--- src/rtl/instruction_decoder_pkg.sv ---
// instruction_decoder_pkg: shared types, extension modes and field offsets for the pipelined instruction decoder.
// Decoded entries use fixed maximum widths so one struct serves every parameterisation.
package instruction_decoder_pkg;

    localparam int OPC_MAX  = 8;
    localparam int REG_MAX  = 8;
    localparam int IMM_MAX  = 32;
    localparam int DATA_MAX = 64;

    localparam int IMM_ZERO = 0;
    localparam int IMM_SIGN = 1;
    localparam int IMM_FLAG = 2;

    typedef enum logic [1:0] {EMPTY, ONE, FULL} fill_t;

    typedef struct packed {
        logic [OPC_MAX-1:0]  opcode;
        logic [REG_MAX-1:0]  rd;
        logic [REG_MAX-1:0]  ra;
        logic [REG_MAX-1:0]  rb;
        logic                flag;
        logic [IMM_MAX-1:0]  imm;
        logic [DATA_MAX-1:0] imm_ext;
        logic                illegal;
    } decoded_t;

    function automatic int rd_lsb(input int instr_w, input int opc_w, input int reg_aw);
        return instr_w - opc_w - reg_aw;
    endfunction

    function automatic int ra_lsb(input int imm_w, input int reg_aw);
        return imm_w - reg_aw;
    endfunction

    function automatic int rb_lsb(input int imm_w, input int reg_aw);
        return imm_w - 2 * reg_aw;
    endfunction

endpackage

--- src/rtl/instruction_decoder_pipe_if.sv ---
// instruction_decoder_pipe_if: fetch-side push, execute-side pop and decoded field bundle.
interface instruction_decoder_pipe_if #(
    parameter int INSTR_W = 16,
    parameter int OPC_W   = 4,
    parameter int REG_AW  = 3,
    parameter int IMM_W   = 8,
    parameter int DATA_W  = 16
);
    logic               in_valid;
    logic               in_ready;
    logic [INSTR_W-1:0] instruct;
    logic               flush;
    logic               out_valid;
    logic               out_ready;
    logic [OPC_W-1:0]   opcode;
    logic [REG_AW-1:0]  rDadrs;
    logic               flag;
    logic [REG_AW-1:0]  rAadrs;
    logic [REG_AW-1:0]  rBadrs;
    logic [IMM_W-1:0]   imm;
    logic [DATA_W-1:0]  imm_ext;
    logic               illegal;
    logic [7:0]         ill_count;

    modport master (
        output in_valid, instruct, flush, out_ready,
        input  in_ready, out_valid, opcode, rDadrs, flag, rAadrs, rBadrs, imm, imm_ext, illegal, ill_count
    );

    modport slave (
        input  in_valid, instruct, flush, out_ready,
        output in_ready, out_valid, opcode, rDadrs, flag, rAadrs, rBadrs, imm, imm_ext, illegal, ill_count
    );

endinterface

--- src/rtl/instr_field_decode.sv ---
// instr_field_decode: combinational split of an instruction word into decoded fields with immediate extension.
module instr_field_decode
    import instruction_decoder_pkg::*;
#(
    parameter int                     INSTR_W      = 16,
    parameter int                     OPC_W        = 4,
    parameter int                     REG_AW       = 3,
    parameter int                     IMM_W        = 8,
    parameter int                     DATA_W       = 16,
    parameter int                     IMM_MODE     = IMM_ZERO,
    parameter logic [2**OPC_W-1:0]    ILLEGAL_MASK = '0
) (
    input  logic [INSTR_W-1:0] word,
    output decoded_t           dec
);

    logic [IMM_W-1:0]  imm;
    logic [DATA_W-1:0] ext;
    logic              sx;

    always_comb begin
        imm = word[IMM_W-1:0];
        sx = (IMM_MODE == IMM_SIGN) || (IMM_MODE == IMM_FLAG && word[IMM_W]);
        ext = sx ? DATA_W'($signed(imm)) : DATA_W'(imm);
        dec = '0;
        dec.opcode = OPC_MAX'(word[INSTR_W-1 -: OPC_W]);
        dec.rd = REG_MAX'(word[rd_lsb(INSTR_W, OPC_W, REG_AW) +: REG_AW]);
        dec.flag = word[IMM_W];
        dec.ra = REG_MAX'(word[ra_lsb(IMM_W, REG_AW) +: REG_AW]);
        dec.rb = REG_MAX'(word[rb_lsb(IMM_W, REG_AW) +: REG_AW]);
        dec.imm = IMM_MAX'(imm);
        dec.imm_ext = DATA_MAX'(ext);
        dec.illegal = ILLEGAL_MASK[word[INSTR_W-1 -: OPC_W]];
    end

endmodule

--- src/rtl/instruction_decoder_pipe.sv ---
// instruction_decoder_pipe: decodes at push into a 2-entry head/tail skid buffer with registered handshakes.
// Keeps a saturating count of accepted illegal opcodes that survives flush.
module instruction_decoder_pipe
    import instruction_decoder_pkg::*;
#(
    parameter int                     INSTR_W      = 16,
    parameter int                     OPC_W        = 4,
    parameter int                     REG_AW       = 3,
    parameter int                     IMM_W        = 8,
    parameter int                     DATA_W       = 16,
    parameter int                     IMM_MODE     = IMM_ZERO,
    parameter logic [2**OPC_W-1:0]    ILLEGAL_MASK = '0
) (
    input logic                 clock,
    input logic                 reset_n,
    instruction_decoder_pipe_if.slave bus
);

    if (INSTR_W != OPC_W + REG_AW + 1 + IMM_W) begin : g_bad_instr_w
        $error("INSTR_W must equal OPC_W+REG_AW+1+IMM_W");
    end
    if (IMM_W < 2 * REG_AW) begin : g_bad_imm_w
        $error("IMM_W must be >= 2*REG_AW");
    end
    if (DATA_W < IMM_W) begin : g_bad_data_w
        $error("DATA_W must be >= IMM_W");
    end
    if (OPC_W > OPC_MAX || REG_AW > REG_MAX || IMM_W > IMM_MAX || DATA_W > DATA_MAX) begin : g_too_wide
        $error("field width exceeds decoded_t capacity");
    end

    decoded_t   dec, head, tail, head_n, tail_n;
    fill_t      state, state_n;
    logic [7:0] ill_count, ill_n;
    logic       out_valid, in_ready, push, pop;
    logic       unused_head;

    instr_field_decode #(
        .INSTR_W(INSTR_W), .OPC_W(OPC_W), .REG_AW(REG_AW), .IMM_W(IMM_W),
        .DATA_W(DATA_W), .IMM_MODE(IMM_MODE), .ILLEGAL_MASK(ILLEGAL_MASK)
    ) u_decode (
        .word (bus.instruct),
        .dec  (dec)
    );

    assign push = bus.in_valid & in_ready;
    assign pop  = out_valid & bus.out_ready;

    always_comb begin
        state_n = state;
        head_n = head;
        tail_n = tail;
        if (bus.flush) begin
            state_n = EMPTY;
        end else if (state == EMPTY) begin
            if (push) begin
                head_n = dec;
                state_n = ONE;
            end
        end else if (state == ONE) begin
            if (push && pop) begin
                head_n = dec;
            end else if (push) begin
                tail_n = dec;
                state_n = FULL;
            end else if (pop) begin
                state_n = EMPTY;
            end
        end else if (pop) begin
            head_n = tail;
            state_n = ONE;
        end
        // a flushed push never reached the buffer, so it is not counted
        ill_n = (push && !bus.flush && dec.illegal && ill_count != 8'hFF) ? ill_count + 8'd1 : ill_count;
    end

    always_ff @(posedge clock or negedge reset_n) begin
        if (!reset_n) begin
            state <= EMPTY;
            head <= '0;
            tail <= '0;
            ill_count <= '0;
            out_valid <= 1'b0;
            in_ready <= 1'b1;
        end else begin
            state <= state_n;
            head <= head_n;
            tail <= tail_n;
            ill_count <= ill_n;
            out_valid <= state_n != EMPTY;
            in_ready <= state_n != FULL;
        end
    end

    assign unused_head   = ^head;
    assign bus.in_ready  = in_ready;
    assign bus.out_valid = out_valid;
    assign bus.opcode    = head.opcode[OPC_W-1:0];
    assign bus.rDadrs    = head.rd[REG_AW-1:0];
    assign bus.flag      = head.flag;
    assign bus.rAadrs    = head.ra[REG_AW-1:0];
    assign bus.rBadrs    = head.rb[REG_AW-1:0];
    assign bus.imm       = head.imm[IMM_W-1:0];
    assign bus.imm_ext   = head.imm_ext[DATA_W-1:0];
    assign bus.illegal   = head.illegal;
    assign bus.ill_count = ill_count;

endmodule

--- src/flat_wrapper.sv ---
// flat-port wrapper written by rule: the top's interface ports become plain ports
module instruction_decoder_pipe_flat import instruction_decoder_pkg::*;
#(
    parameter int                     INSTR_W      = 16,
    parameter int                     OPC_W        = 4,
    parameter int                     REG_AW       = 3,
    parameter int                     IMM_W        = 8,
    parameter int                     DATA_W       = 16,
    parameter int                     IMM_MODE     = IMM_ZERO,
    parameter logic [2**OPC_W-1:0]    ILLEGAL_MASK = '0
)
  (clock, reset_n, bus_in_valid, bus_instruct, bus_flush, bus_out_ready, bus_in_ready, bus_out_valid, bus_opcode, bus_rDadrs, bus_flag, bus_rAadrs, bus_rBadrs, bus_imm, bus_imm_ext, bus_illegal, bus_ill_count);
  instruction_decoder_pipe_if #(.INSTR_W(INSTR_W), .OPC_W(OPC_W), .REG_AW(REG_AW), .IMM_W(IMM_W), .DATA_W(DATA_W)) bus_i ();
  input logic clock;
  input logic reset_n;
  input wire logic [$bits(bus_i.in_valid)-1:0] bus_in_valid;
  input wire logic [$bits(bus_i.instruct)-1:0] bus_instruct;
  input wire logic [$bits(bus_i.flush)-1:0] bus_flush;
  input wire logic [$bits(bus_i.out_ready)-1:0] bus_out_ready;
  output wire logic [$bits(bus_i.in_ready)-1:0] bus_in_ready;
  output wire logic [$bits(bus_i.out_valid)-1:0] bus_out_valid;
  output wire logic [$bits(bus_i.opcode)-1:0] bus_opcode;
  output wire logic [$bits(bus_i.rDadrs)-1:0] bus_rDadrs;
  output wire logic [$bits(bus_i.flag)-1:0] bus_flag;
  output wire logic [$bits(bus_i.rAadrs)-1:0] bus_rAadrs;
  output wire logic [$bits(bus_i.rBadrs)-1:0] bus_rBadrs;
  output wire logic [$bits(bus_i.imm)-1:0] bus_imm;
  output wire logic [$bits(bus_i.imm_ext)-1:0] bus_imm_ext;
  output wire logic [$bits(bus_i.illegal)-1:0] bus_illegal;
  output wire logic [$bits(bus_i.ill_count)-1:0] bus_ill_count;
  assign bus_i.in_valid = bus_in_valid;
  assign bus_i.instruct = bus_instruct;
  assign bus_i.flush = bus_flush;
  assign bus_i.out_ready = bus_out_ready;
  assign bus_in_ready = bus_i.in_ready;
  assign bus_out_valid = bus_i.out_valid;
  assign bus_opcode = bus_i.opcode;
  assign bus_rDadrs = bus_i.rDadrs;
  assign bus_flag = bus_i.flag;
  assign bus_rAadrs = bus_i.rAadrs;
  assign bus_rBadrs = bus_i.rBadrs;
  assign bus_imm = bus_i.imm;
  assign bus_imm_ext = bus_i.imm_ext;
  assign bus_illegal = bus_i.illegal;
  assign bus_ill_count = bus_i.ill_count;
  instruction_decoder_pipe #(.INSTR_W(INSTR_W), .OPC_W(OPC_W), .REG_AW(REG_AW), .IMM_W(IMM_W), .DATA_W(DATA_W), .IMM_MODE(IMM_MODE), .ILLEGAL_MASK(ILLEGAL_MASK)) u_core (.clock(clock), .reset_n(reset_n), .bus(bus_i));
endmodule
--- config.mk ---
export PLATFORM = sky130hd
export DESIGN_NAME = instruction_decoder_pipe_flat
export DESIGN_NICKNAME = d
export VERILOG_FILES = /design/src/rtl/instruction_decoder_pkg.sv /design/src/rtl/instruction_decoder_pipe_if.sv /design/src/rtl/instr_field_decode.sv /design/src/rtl/instruction_decoder_pipe.sv /design/src/flat_wrapper.sv
export SDC_FILE = /design/constraint.sdc
export NUM_CORES = 1
export LEC_CHECK = 0
export CAP_MARGIN = 20
export CORE_MARGIN = 2
export CORE_UTILIZATION = 46
export DETAILED_ROUTE_END_ITERATION = 16
export GPL_TIMING_DRIVEN = 0
export HOLD_SLACK_MARGIN = 0.06
export MAX_ROUTING_LAYER = met4
export PLACE_DENSITY = 0.84
export SYNTH_ARGS = -nofsm -noshare
export SYNTH_HDL_FRONTEND = slang
export SYNTH_SLANG_ARGS = --single-unit
export TNS_END_PERCENT = 1
--- constraint.sdc ---
create_clock -name clock -period 4.3 [get_ports clock]
set_input_delay 1.075 -clock clock [delete_from_list [all_inputs] [get_ports clock]]
set_output_delay 1.075 -clock clock [all_outputs]
set_load 0.02 [all_outputs]
# After elaboration in Yosys (flattened, before gate mapping)
# Memory sizes are Yosys's and may differ from the RTL's.
# Index checks and enable logic that the tools add are counted.
dict set report word_totals {
  register_bits 74
  rom_bits 16
  in_bits 21
  out_inout_bits 49
  word_cells 56
  mem_count 1
}
dict set report op_classes {
  n_addsub 1
  n_lt_le_gt_ge 1
  eq_ne 5
  mux 14
  n_bitwise 5
  reduce_logical 10
}
# name words width rd rd_clocked_by_memory_dff wr line
set memory_table {}
lappend memory_table {{(name not given)} 16 1 1 0 0 instr_field_decode.sv:33} ;# dec.illegal = ILLEGAL_MASK[word[INSTR_W-1 -: OPC_W]];
# operator count
set op_table {}
lappend op_table {{two-way mux 126 bit} 5}
lappend op_table {{two-way mux 2 bit} 8}
lappend op_table {{adder 8 x 1 -> 8 bit (second input constant)} 1}
lappend op_table {{inequality test 8 bit (second input constant)} 1}
lappend op_table {{< comparator 4 x 5 -> 1 bit (second input constant)} 1}
lappend op_table {{AND reduction 5 bit} 1}
lappend op_table {{logical AND 1 bit} 4}
lappend op_table {{AND reduction 4 bit} 1}
lappend op_table {{inequality test 3 x 2 -> 1 bit (second input constant)} 1}
lappend op_table {{inverter 1 bit} 3}
lappend op_table {{nonzero test 3 bit} 1}
lappend op_table {{bitwise AND 1 bit} 2}
lappend op_table {{== test 2 x 1 -> 1 bit (second input constant)} 1}
lappend op_table {{logical NOT 2 bit} 1}
lappend op_table {{inequality test 2 x 1 -> 1 bit (second input constant)} 1}
lappend op_table {{inequality test 2 bit (second input constant)} 1}
lappend op_table {{nonzero test 2 bit} 1}
lappend op_table {{logical NOT 1 bit} 1}
lappend op_table {{two-way mux 1 bit} 1}

# Logic depth before layout (Yosys ltp)
# Gate-level depths: netlist of the first run.
dict set report depth {
  ltp_word 8
  ltp_mapped 4
  ltp_nobuf 3
}

# Cells and area by module
# A second synthesis of the first run with hierarchy kept.
dict set report unflattened {
  cells_unflattened 407
  hier_area_um2 4727.0
}
# mod instances cells_each area_each_um2 seq_area_each_um2
set modules_own_cells {}
lappend modules_own_cells {instruction_decoder_pipe 1 276 3747.3 2253.4}
lappend modules_own_cells {instr_field_decode 1 131 979.7 0.0}

# Least setup slack after synthesis of the first run
# Ideal clock, no wire load.
dict set report synth_timing {
  path_type {in2reg}
  startpoint {in bus_out_ready}
  endpoint {reg u_core.head (netlist bit u_core.bus.imm_ext[4])}
  setup_time_ns 0.123
  arrival_ns 1.982
  required_ns 4.177
  slack_ns 2.195
  stages 4
  n_path_buf 1
  cell_sequence {nand2_2 a2111o_1 buf_6 o221a_1}
}
dict set report synth_between {
  elab_chain_cells 4
  word_cells_on_any_way 5
  cone_classes {eq/ne (1); bitwise (1); reduce/logical (3)}
}
# item line
set synth_lines {}
lappend synth_lines {{start: declaration} flat_wrapper.sv:19} ;# input wire logic [$bits(bus_i.out_ready)-1:0] bus_out_ready;
lappend synth_lines {{bitwise AND 1 bit (*)} instruction_decoder_pipe.sv:47} ;# assign pop = out_valid & bus.out_ready;
lappend synth_lines {{logical AND 1 bit} instruction_decoder_pipe.sv:61} ;# if (push && pop) begin
lappend synth_lines {{inequality test 3 x 2 -> 1 bit (no line)} n/a}
lappend synth_lines {{AND reduction 4 bit (no line) (*)} n/a}
lappend synth_lines {{end signal: assignment} instruction_decoder_pipe.sv:87} ;# head <= head_n;
lappend synth_lines {{end: declaration} instruction_decoder_pipe.sv:32} ;# decoded_t dec, head, tail, head_n, tail_n;
# Mark *: on every way between the ends. The rest lies on a longest branch, timed or not.
# A chain may end at the register's enable or synchronous reset.

# Worst setup path after layout of the first run
dict set report layout_timing {
  startpoint {reg u_core.in_ready (netlist: u_core.bus.in_ready)}
  endpoint {out bus_in_ready}
}
# item line
set layout_lines {}
lappend layout_lines {{start: declaration} instruction_decoder_pipe.sv:35} ;# logic out_valid, in_ready, push, pop;
lappend layout_lines {{start signal: assignment} instruction_decoder_pipe.sv:84} ;# in_ready <= 1'b1;
lappend layout_lines {{start signal: assignment} instruction_decoder_pipe.sv:91} ;# in_ready <= state_n != FULL;
lappend layout_lines {{end: declaration} flat_wrapper.sv:20} ;# output wire logic [$bits(bus_i.in_ready)-1:0] bus_in_ready;
# No word-level cell between the ends.

==> results of run 1 <==
[cell usage after synthesis (2+ instances only)]
cell type	number
o221a_1	10
a21oi_1	4
mux2_2	16
dfrtp_1	35
nor2b_1	2
buf_4	31
o221a_2	6
buf_2	2
or2_2	16
nand2_1	2
nand2_2	2
[stage by stage]
stage	cell area (sq um)	hold slack (ns)	std cells	total power [mW]	util
CTS	2520	0.502	264	1.47	0.689
detailed placement	2400	0.485	256	1.15	0.655
floorplan	1820	0.471	156	0.892	-
global route	2520	0.519	264	1.53	0.689
global placement	2400	0.478	256	1.13	0.656
finish	2520	0.497	264	1.46	0.689
[cells by family after synthesis]
| logic type | after synthesis |
|---|---|
| DFF | 36 |
| buffers and inverters | 35 |
| and+or+nand+nor | 26 |
| AOI/OAI and AO/OA | 25 |
| muxes | 16 |
| xor gates and xnor gates | 1 |
| other | 1 |
[cell type report]
| class | instances | area [sq um] | share of cell area |
|---|---|---|---|
| Timing Repair Buffer | 52 | 515 | 0.204 |
| Clock inverter | 1 | 30.0 | 0.0119 |
| Multi-Input combinational cell | 85 | 662 | 0.262 |
| Buffer | 35 | 258 | 0.102 |
| Clock buffer | 7 | 96.3 | 0.0382 |
| Sequential cell | 36 | 902 | 0.357 |
| Tap cell | 48 | 60.1 | 0.0238 |
[metal layers]
metal  global-route usage  vias up  wire (um)
met2                0.289       59       1650
met5                    -        -          0
met4                0.102        0         83
li1                     -      605          -
met1                0.183      579       1330
met3               0.0341       12        281
[final timing paths]
path	endpoint	slack [ns]	startpoint	cells past startpoint
setup / recovery	bus_in_ready	1.75	u_core.bus.in_ready	1
hold / removal	u_core.tail[123]	0.50	u_core.tail[123]	1
setup reg to reg	u_core.bus.rDadrs[2]	2.55	u_core.bus.in_ready	4
hold reg to reg	u_core.tail[123]	0.50	u_core.tail[123]	1
max in group asynchronous	u_core.state[0]	2.97	reset_n	1
min in group asynchronous	u_core.bus.imm_ext[0]	0.85	reset_n	1
[where the power goes]
part	switching, mW	leakage, nW	total (mW)	internal (mW)
clock	0.117	0.0645	0.322	0.204
sequential	0.0757	0.415	0.544	0.468
combinational	0.245	0.618	0.591	0.346
[registers in the layout (all words and copies together), names as in the netlist]
name and count:
u_core.tail 16, u_core.bus.imm_ext 4, u_core.bus.rBadrs 2, u_core.bus.opcode 4, u_core.bus.in_ready 1, u_core.bus.rAadrs 2, u_core.bus.rDadrs 3, u_core.bus.out_valid 1
u_core.state 2, u_core.bus.flag 1
==> results.sh, run 1 <==
export IMPL_setup_violations_final=0
export IMPL_synth_compound_area_share=0.136
export IMPL_post_drt_via_cell_ratio=4.75
export IMPL_syn2layout_area_growth_pct=43.3
export IMPL_cellLeakagePower_nw=1.10
export IMPL_synth_main_ff_cell="dfrtp_1"
export IMPL_antenna_found_initial=0
export IMPL_path_clk_slew_ns=0.07
export IMPL_hold_class="reg2reg"
export IMPL_synth_mux_area_frac=0.102
export IMPL_drtPass1Iterations=5
export IMPL_ctsHtreeMaxLevel=2
export IMPL_drv_cap=0
export IMPL_crit_chain="clkdlybuf4s50_1"
export IMPL_track_usage=0.170
export IMPL_final_cell_mix="clkdlybuf4s50_1, dfrtp_1, buf_4"
export IMPL_synth_edf_count=0
export IMPL_cpPeakStageDelay_ns=0.61
export IMPL_wl_per_cell_um=12.7
export IMPL_worstMarginPinSlew_ns=0.753
export IMPL_cts_sinks=36
export IMPL_worstSetupStartpointType="flip-flop"
export IMPL_clock_latency_ns=0.29
export IMPL_netlist_top_cells_area="dfrtp_1, buf_4, mux2_2, o221a_1, or2_2"
export IMPL_cts_setup_buffers=0
export IMPL_grt_first_pass_wirelength_mm=5.31
export IMPL_fillCellCount=279
export IMPL_place_congestion=0.729
export IMPL_syn_avg_cell_area_sq_um=12.6
export IMPL_vias=1255
export IMPL_rows=22
export IMPL_cp_data_arrival_time_ns=1.48
export IMPL_fp_dieW_um=65.9
export IMPL_first_global_vias=1170
export IMPL_crit_type="reg2out"
export IMPL_slowest_stage="clkdlybuf4s50_1"
export IMPL_fin_nets=236
export IMPL_synth_async_reset_ratio=1.00
export IMPL_routed_wl_mm=3.35
export IMPL_die_area_sq_um=4340
export IMPL_grt_max_degree=37
export IMPL_cp_max_fo=6
export IMPL_mostFrequentLayoutCell="clkdlybuf4s50_1"
export IMPL_yosys_warnings=0
export IMPL_die_y_um=65.9
export IMPL_power_density_nw_per_um2=577
export IMPL_synth_top_family_by_area="buffers and inverters"
export IMPL_status="complete, no violations"
export IMPL_synth_top_cell_area_share=0.497
export IMPL_peakVddDrop_mv=0.248
export IMPL_cts_root_buf="clkbuf_8"
export IMPL_synth_largest_area_cell="dfrtp_1"
export IMPL_worstPathRequired_ns=3.22
export IMPL_syn_area_sq_um=1760
export IMPL_drtIter0Drc=41
export IMPL_globalRouteOverflowTotal=0
export IMPL_cp_end_kind="primary output"
export IMPL_min_period_ns=2.55
export IMPL_finalHoldViolations=0
export IMPL_drv_slew=0
export IMPL_synth_seq_cells=36
export IMPL_layout_drive_gt1_share=0.398
export IMPL_post_place_ws_ns=1.47
export IMPL_final_setup_worst_slack_ns=1.75
export IMPL_cts_hold_buf=0
export IMPL_antenna_cells=0
export IMPL_finalCritPeriodShare=0.593
export IMPL_rsz0062_at_grt="false"
export IMPL_synthAdderAreaFrac=0
export IMPL_numPortBuffers=52
export IMPL_clk_path_buf_depth=2
export IMPL_coreArea_sq_um=3660
export IMPL_start_util=0.481
export IMPL_yosysSeqAreaShare=0.512
export IMPL_max_freq_ghz=0.392
export IMPL_critical_path_top_delay_family="buffers and inverters"
export IMPL_ant_nets=0
export IMPL_ys_types=25
export IMPL_crit_buf_inv=1
export IMPL_setup_tns_ns=0
export IMPL_synthCells=140
export IMPL_cts_buffers=5
export IMPL_remaining_drc_errors=0
export IMPL_cts_tree="done"
export IMPL_slew_headroom=0.498
export IMPL_clock_skew_ns=0.00800
export IMPL_io_pins=70
export IMPL_cts_resized=0
export IMPL_synth_xor_area_frac=0.00497
export IMPL_synthSimpleGateAreaFrac=0.0959
No activity file was read; power rests on OpenSTA's default activity.
==> run 2, diff against run 1 <==
- CORE_UTILIZATION: 46 -> 43
- PLACE_DENSITY: 0.84 -> 0.79
- clock period: 4.3 -> 2.47 ns (I/O delays scaled with it)
==> results.sh, run 2 (synthesized netlist as in run 1, its figures left out) <==
export IMPL_crit_type="reg2out"
export IMPL_clock_skew_ns=0.00402
export IMPL_layout_drive_gt1_share=0.398
export IMPL_cp_endpoint="bus_in_ready"
export IMPL_grt_util_met2=0.237
export IMPL_cp_end_kind="primary output"
export IMPL_track_usage=0.159
export IMPL_timing_rr_end="u_core.bus.rAadrs[1]"
export IMPL_cts_sinks=36
export IMPL_ctsHtreeMaxLevel=2
export IMPL_cpPeakStageDelay_ns=0.61
export IMPL_cp_depth=1
export IMPL_cts_buffers=5
export IMPL_fin_nets=236
export IMPL_first_global_vias=1085
export IMPL_final_cell_mix="clkdlybuf4s50_1, dfrtp_1, buf_4"
export IMPL_finalHoldViolations=0
export IMPL_cp_data_arrival_time_ns=1.47
export IMPL_slew_headroom=0.493
export IMPL_drv_cap=0
export IMPL_grt_busiest_layer="met2"
export IMPL_rsz0062_at_grt="false"
export IMPL_power_density_nw_per_um2=960
export IMPL_crit_chain="clkdlybuf4s50_1"
export IMPL_placed_area_sq_um=2400
export IMPL_fp_dieW_um=68.0
export IMPL_cts_setup_buffers=0
export IMPL_rows=23
export IMPL_worstPathRequired_ns=1.85
export IMPL_post_drt_via_cell_ratio=4.62
export IMPL_drtIter0Drc=59
export IMPL_vias=1229
export IMPL_worstMarginPinSlew_ns=0.761
export IMPL_die_y_um=68.0
export IMPL_crit_buf_inv=1
export IMPL_slowest_stage="clkdlybuf4s50_1"
export IMPL_cts_root_buf="clkbuf_8"
export IMPL_grt_max_degree=37
export IMPL_syn2layout_area_growth_pct=41.5
export IMPL_ff2ff_setup_slack_ns=0.74
export IMPL_peakVddDrop_mv=0.444
export IMPL_die_area_sq_um=4620
export IMPL_setup_violations_final=0
export IMPL_numPortBuffers=52
export IMPL_clock_latency_ns=0.28
export IMPL_wl_per_cell_um=12.2
export IMPL_rr_startpoint="u_core.bus.in_ready"
export IMPL_grtUsageMet3=0.0559
export IMPL_grt_first_pass_wirelength_mm=5.15
export IMPL_mostFrequentLayoutCell="clkdlybuf4s50_1"
export IMPL_critical_path_top_delay_family="buffers and inverters"
export IMPL_io_pins=70
export IMPL_hold_class="in2async"
export IMPL_clk_path_buf_depth=2
export IMPL_ant_nets=0
export IMPL_max_freq_ghz=0.480
export IMPL_worstSetupStartpointType="flip-flop"
export IMPL_start_util=0.444
export IMPL_critPathLaunch="u_core.bus.in_ready"
export IMPL_cellLeakagePower_nw=1.08
export IMPL_cts_resized=0
export IMPL_largest_register_ffs=16
export IMPL_antenna_cells=0
export IMPL_cts_hold_buf=0
export IMPL_routed_wl_mm=3.24
export IMPL_status="complete, no violations"
export IMPL_remaining_drc_errors=0
export IMPL_drtPass1Iterations=4
export IMPL_place_congestion=0.710
export IMPL_path_clk_slew_ns=0.07
export IMPL_fin_area_sq_um=2490
export IMPL_finalCritPeriodShare=0.844
export IMPL_cts_tree="done"
export IMPL_setup_tns_ns=0
export IMPL_antenna_found_initial=0
export IMPL_cp_max_fo=6
export IMPL_drv_slew=0
export IMPL_met1_usage=0.195
export IMPL_top_register="u_core.tail"
export IMPL_rr_worst_depth=4
export IMPL_globalRouteOverflowTotal=0
export IMPL_min_period_ns=2.08
export IMPL_coreArea_sq_um=3970
export IMPL_place_hpwl_mm=2.40
[run 2: cell types whose count changed in the layout (fill, tap and decap cells not counted)]
cell       previous run  this run
clkinv_2              0         2
bufinv_16             1         0
clkbuf_8              7         6
[run 2: worst min-delay path by stage]
stage | startpoint | depth (start not counted) | slack [ns] | endpoint
5_1_grt | reset_n | 1 | 0.46 | u_core.bus.rBadrs[1]
4_1_cts | reset_n | 1 | 0.43 | u_core.bus.rDadrs[0]
3_3_place_gp | u_core.tail[125] | 1 | 0.48 | u_core.tail[125]
3_5_place_dp | u_core.tail[99] | 1 | 0.49 | u_core.tail[99]
2_1_floorplan | reset_n | 0 | 0.32 | u_core.bus.flag
6_report | reset_n | 1 | 0.40 | u_core.bus.rDadrs[1]
[run 2: per-layer routing]
layer  up-vias  part of all wire  wire length (um)
met4         0             0.018                57
met3         5             0.087               280
li1        610                 -                 -
met2        46              0.46              1490
met1       568              0.44              1410
met5         -                 0                 0
[run 2: cell type report]
type	count	area [sq um]
plain buffers	35	258
clock buffers	6	82.6
clock inverters	2	10.0
fillers	337	1480
multi-input cells	85	662
flip-flops and latches	36	902
well taps	50	62.6
repair buffers	52	515
[run 2: report_power, final]
part | leakage, nW | internal (mW) | switching, mW
clock | 0.0510 | 0.222 | 0.202
sequential | 0.415 | 0.814 | 0.131
combinational | 0.618 | 0.602 | 0.421
total | 1.08 | 1.64 | 0.754
[run 2: through the flow]
step | power [mW] | std cells | hold WS, ns | utilization | worst slack (ns)
6_report | 2.39 | 266 | 0.396 | 0.628 | 0.387
5_1_grt | 2.55 | 266 | 0.463 | 0.628 | 0.290
4_1_cts | 2.43 | 266 | 0.426 | 0.628 | 0.370
3_5_place_dp | 1.99 | 258 | 0.486 | 0.604 | 0.0881
3_3_place_gp | 1.97 | 258 | 0.479 | 0.606 | 0.0124
2_1_floorplan | 1.55 | 156 | 0.322 | - | 0.822
==> run 3, diff against run 2 <==
- CORE_UTILIZATION: 43 -> 39
- PLACE_DENSITY: 0.79 -> 0.76
- clock period: 2.47 -> 1.84 ns (I/O delays scaled with it)
==> results.sh, run 3 (synthesized netlist as in run 1, its figures left out) <==
export IMPL_clk_path_buf_depth=2
export IMPL_rsz0062_at_grt="false"
export IMPL_antenna_cells=0
export IMPL_fin_area_sq_um=2500
export IMPL_post_drt_via_cell_ratio=4.58
export IMPL_peakVddDrop_mv=0.613
export IMPL_clock_latency_ns=0.29
export IMPL_die_y_um=71.2
export IMPL_globalRouteOverflowTotal=0
export IMPL_final_cell_mix="buf_4, dfrtp_1, clkdlybuf4s50_1"
export IMPL_placed_area_sq_um=2400
export IMPL_largest_register_ffs=16
export IMPL_rows=24
export IMPL_finalNonFillerCells=271
export IMPL_crit_chain="clkdlybuf4s50_1"
export IMPL_critPathLaunch="u_core.bus.rAadrs[0]"
export IMPL_finalHoldViolations=0
export IMPL_clock_skew_ns=0.00794
export IMPL_routed_wl_mm=3.41
export IMPL_slowest_stage="clkdlybuf4s50_1"
export IMPL_worstSetupStartpointType="flip-flop"
export IMPL_fin_nets=239
export IMPL_cellLeakagePower_nw=1.14
export IMPL_ant_nets=0
export IMPL_worstMarginPinSlew_ns=0.776
export IMPL_crit_buf_inv=1
export IMPL_slew_headroom=0.483
export IMPL_min_period_ns=1.78
export IMPL_io_pins=70
export IMPL_remaining_drc_errors=0
export IMPL_worstPathRequired_ns=1.38
export IMPL_whs_ns=0.242
export IMPL_drv_cap=0
export IMPL_drtPass1Iterations=2
export IMPL_grt_first_pass_wirelength_mm=5.31
export IMPL_placed_cells=260
export IMPL_mostFrequentLayoutCell="buf_4"
export IMPL_fp_dieW_um=71.2
export IMPL_syn2layout_area_growth_pct=42.0
export IMPL_start_util=0.405
export IMPL_cp_data_arrival_time_ns=1.32
export IMPL_path_clk_slew_ns=0.07
export IMPL_max_freq_ghz=0.563
export IMPL_rr_startpoint="u_core.bus.in_ready"
export IMPL_cts_sinks=36
export IMPL_finalCritPeriodShare=0.966
export IMPL_critical_path_top_delay_family="buffers and inverters"
export IMPL_grt_max_degree=37
export IMPL_cpPeakStageDelay_ns=0.63
export IMPL_coreArea_sq_um=4350
export IMPL_power_density_nw_per_um2=1270
export IMPL_antenna_found_initial=0
export IMPL_p_total_mw=3.19
export IMPL_post_route_util=0.574
export IMPL_top_register="u_core.tail"
export IMPL_numPortBuffers=52
export IMPL_cts_tree="done"
export IMPL_crit_type="reg2out"
export IMPL_setup_violations_final=0
export IMPL_cp_max_fo=4
export IMPL_cts_root_buf="clkbuf_8"
export IMPL_place_congestion=0.659
export IMPL_ctsHtreeMaxLevel=2
export IMPL_track_usage=0.144
export IMPL_layout_drive_gt1_share=0.479
export IMPL_status="complete, no violations"
export IMPL_cts_hold_buf=0
export IMPL_cts_buffers=5
export IMPL_wl_per_cell_um=12.6
export IMPL_hold_class="in2async"
export IMPL_first_global_vias=1109
export IMPL_drtIter0Drc=89
export IMPL_place_hpwl_mm=2.37
export IMPL_vias=1240
export IMPL_cp_end_kind="primary output"
export IMPL_die_area_sq_um=5070
export IMPL_drv_slew=0
[run 3: cell types whose count changed in the layout (fill, tap and decap cells not counted), sizes merged]
cell           previous run  this run
dlymetal6s2s              0         3
clkbuf                    7         6
dlygate4sd2               0         2
buf                      35        53
clkdlybuf4s50            51        32
[run 3: power breakdown]
group	switching, mW	leakage, nW	internal (mW)
Sequential	0.172	0.415	1.09
Combinational	0.574	0.672	0.768
Clock	0.283	0.0510	0.299
Total	1.03	1.14	2.16
[run 3: what timing repair did]
action                                  4_1_cts  5_1_grt
pin swaps                                     1        1
gates cloned                                  0        0
endpoints found under the setup margin       26       18
gates resized for setup                      17        7
buffers inserted                              0        3
[run 3: routing by layer]
layer / up-vias / part of all wire / GRT usage
li1: 618 / - / -
met1: 574 / 0.46 / 0.190
met2: 42 / 0.45 / 0.205
met3: 6 / 0.062 / 0.0394
met4: 0 / 0.022 / 0.0692
met5: - / 0 / -
[run 3: worst paths after layout]
path                       slack (ns)  cells past startpoint                    to
max reg2reg                      0.15                      4  u_core.bus.rDadrs[0]
max                              0.06                      1            bus_imm[5]
min reg2reg                      0.50                      1      u_core.tail[106]
min in group clock               0.50                      1      u_core.tail[106]
min                              0.24                      1       u_core.bus.flag
max in group asynchronous        1.10                      1      u_core.tail[115]
[run 3: per-stage QoR]
stage / setup TNS (ns) / setup slack [ns]
finish: 0 / 0.0629
global route: 0 / 0.00539
global placement: -25.42 / -0.499
floorplan: 0 / 0.220
CTS: -0.179 / -0.0276
detailed placement: -7.98 / -0.356
[run 3: area by class of cell]
cell class | instances | area (sq um)
fill | 387 | 1850
clock inverter | 2 | 10.0
clock buffer | 6 | 82.6
buffer | 35 | 262
multi-input combinational | 85 | 672
tap | 52 | 65.1
sequential | 36 | 902
timing repair buffer | 55 | 508
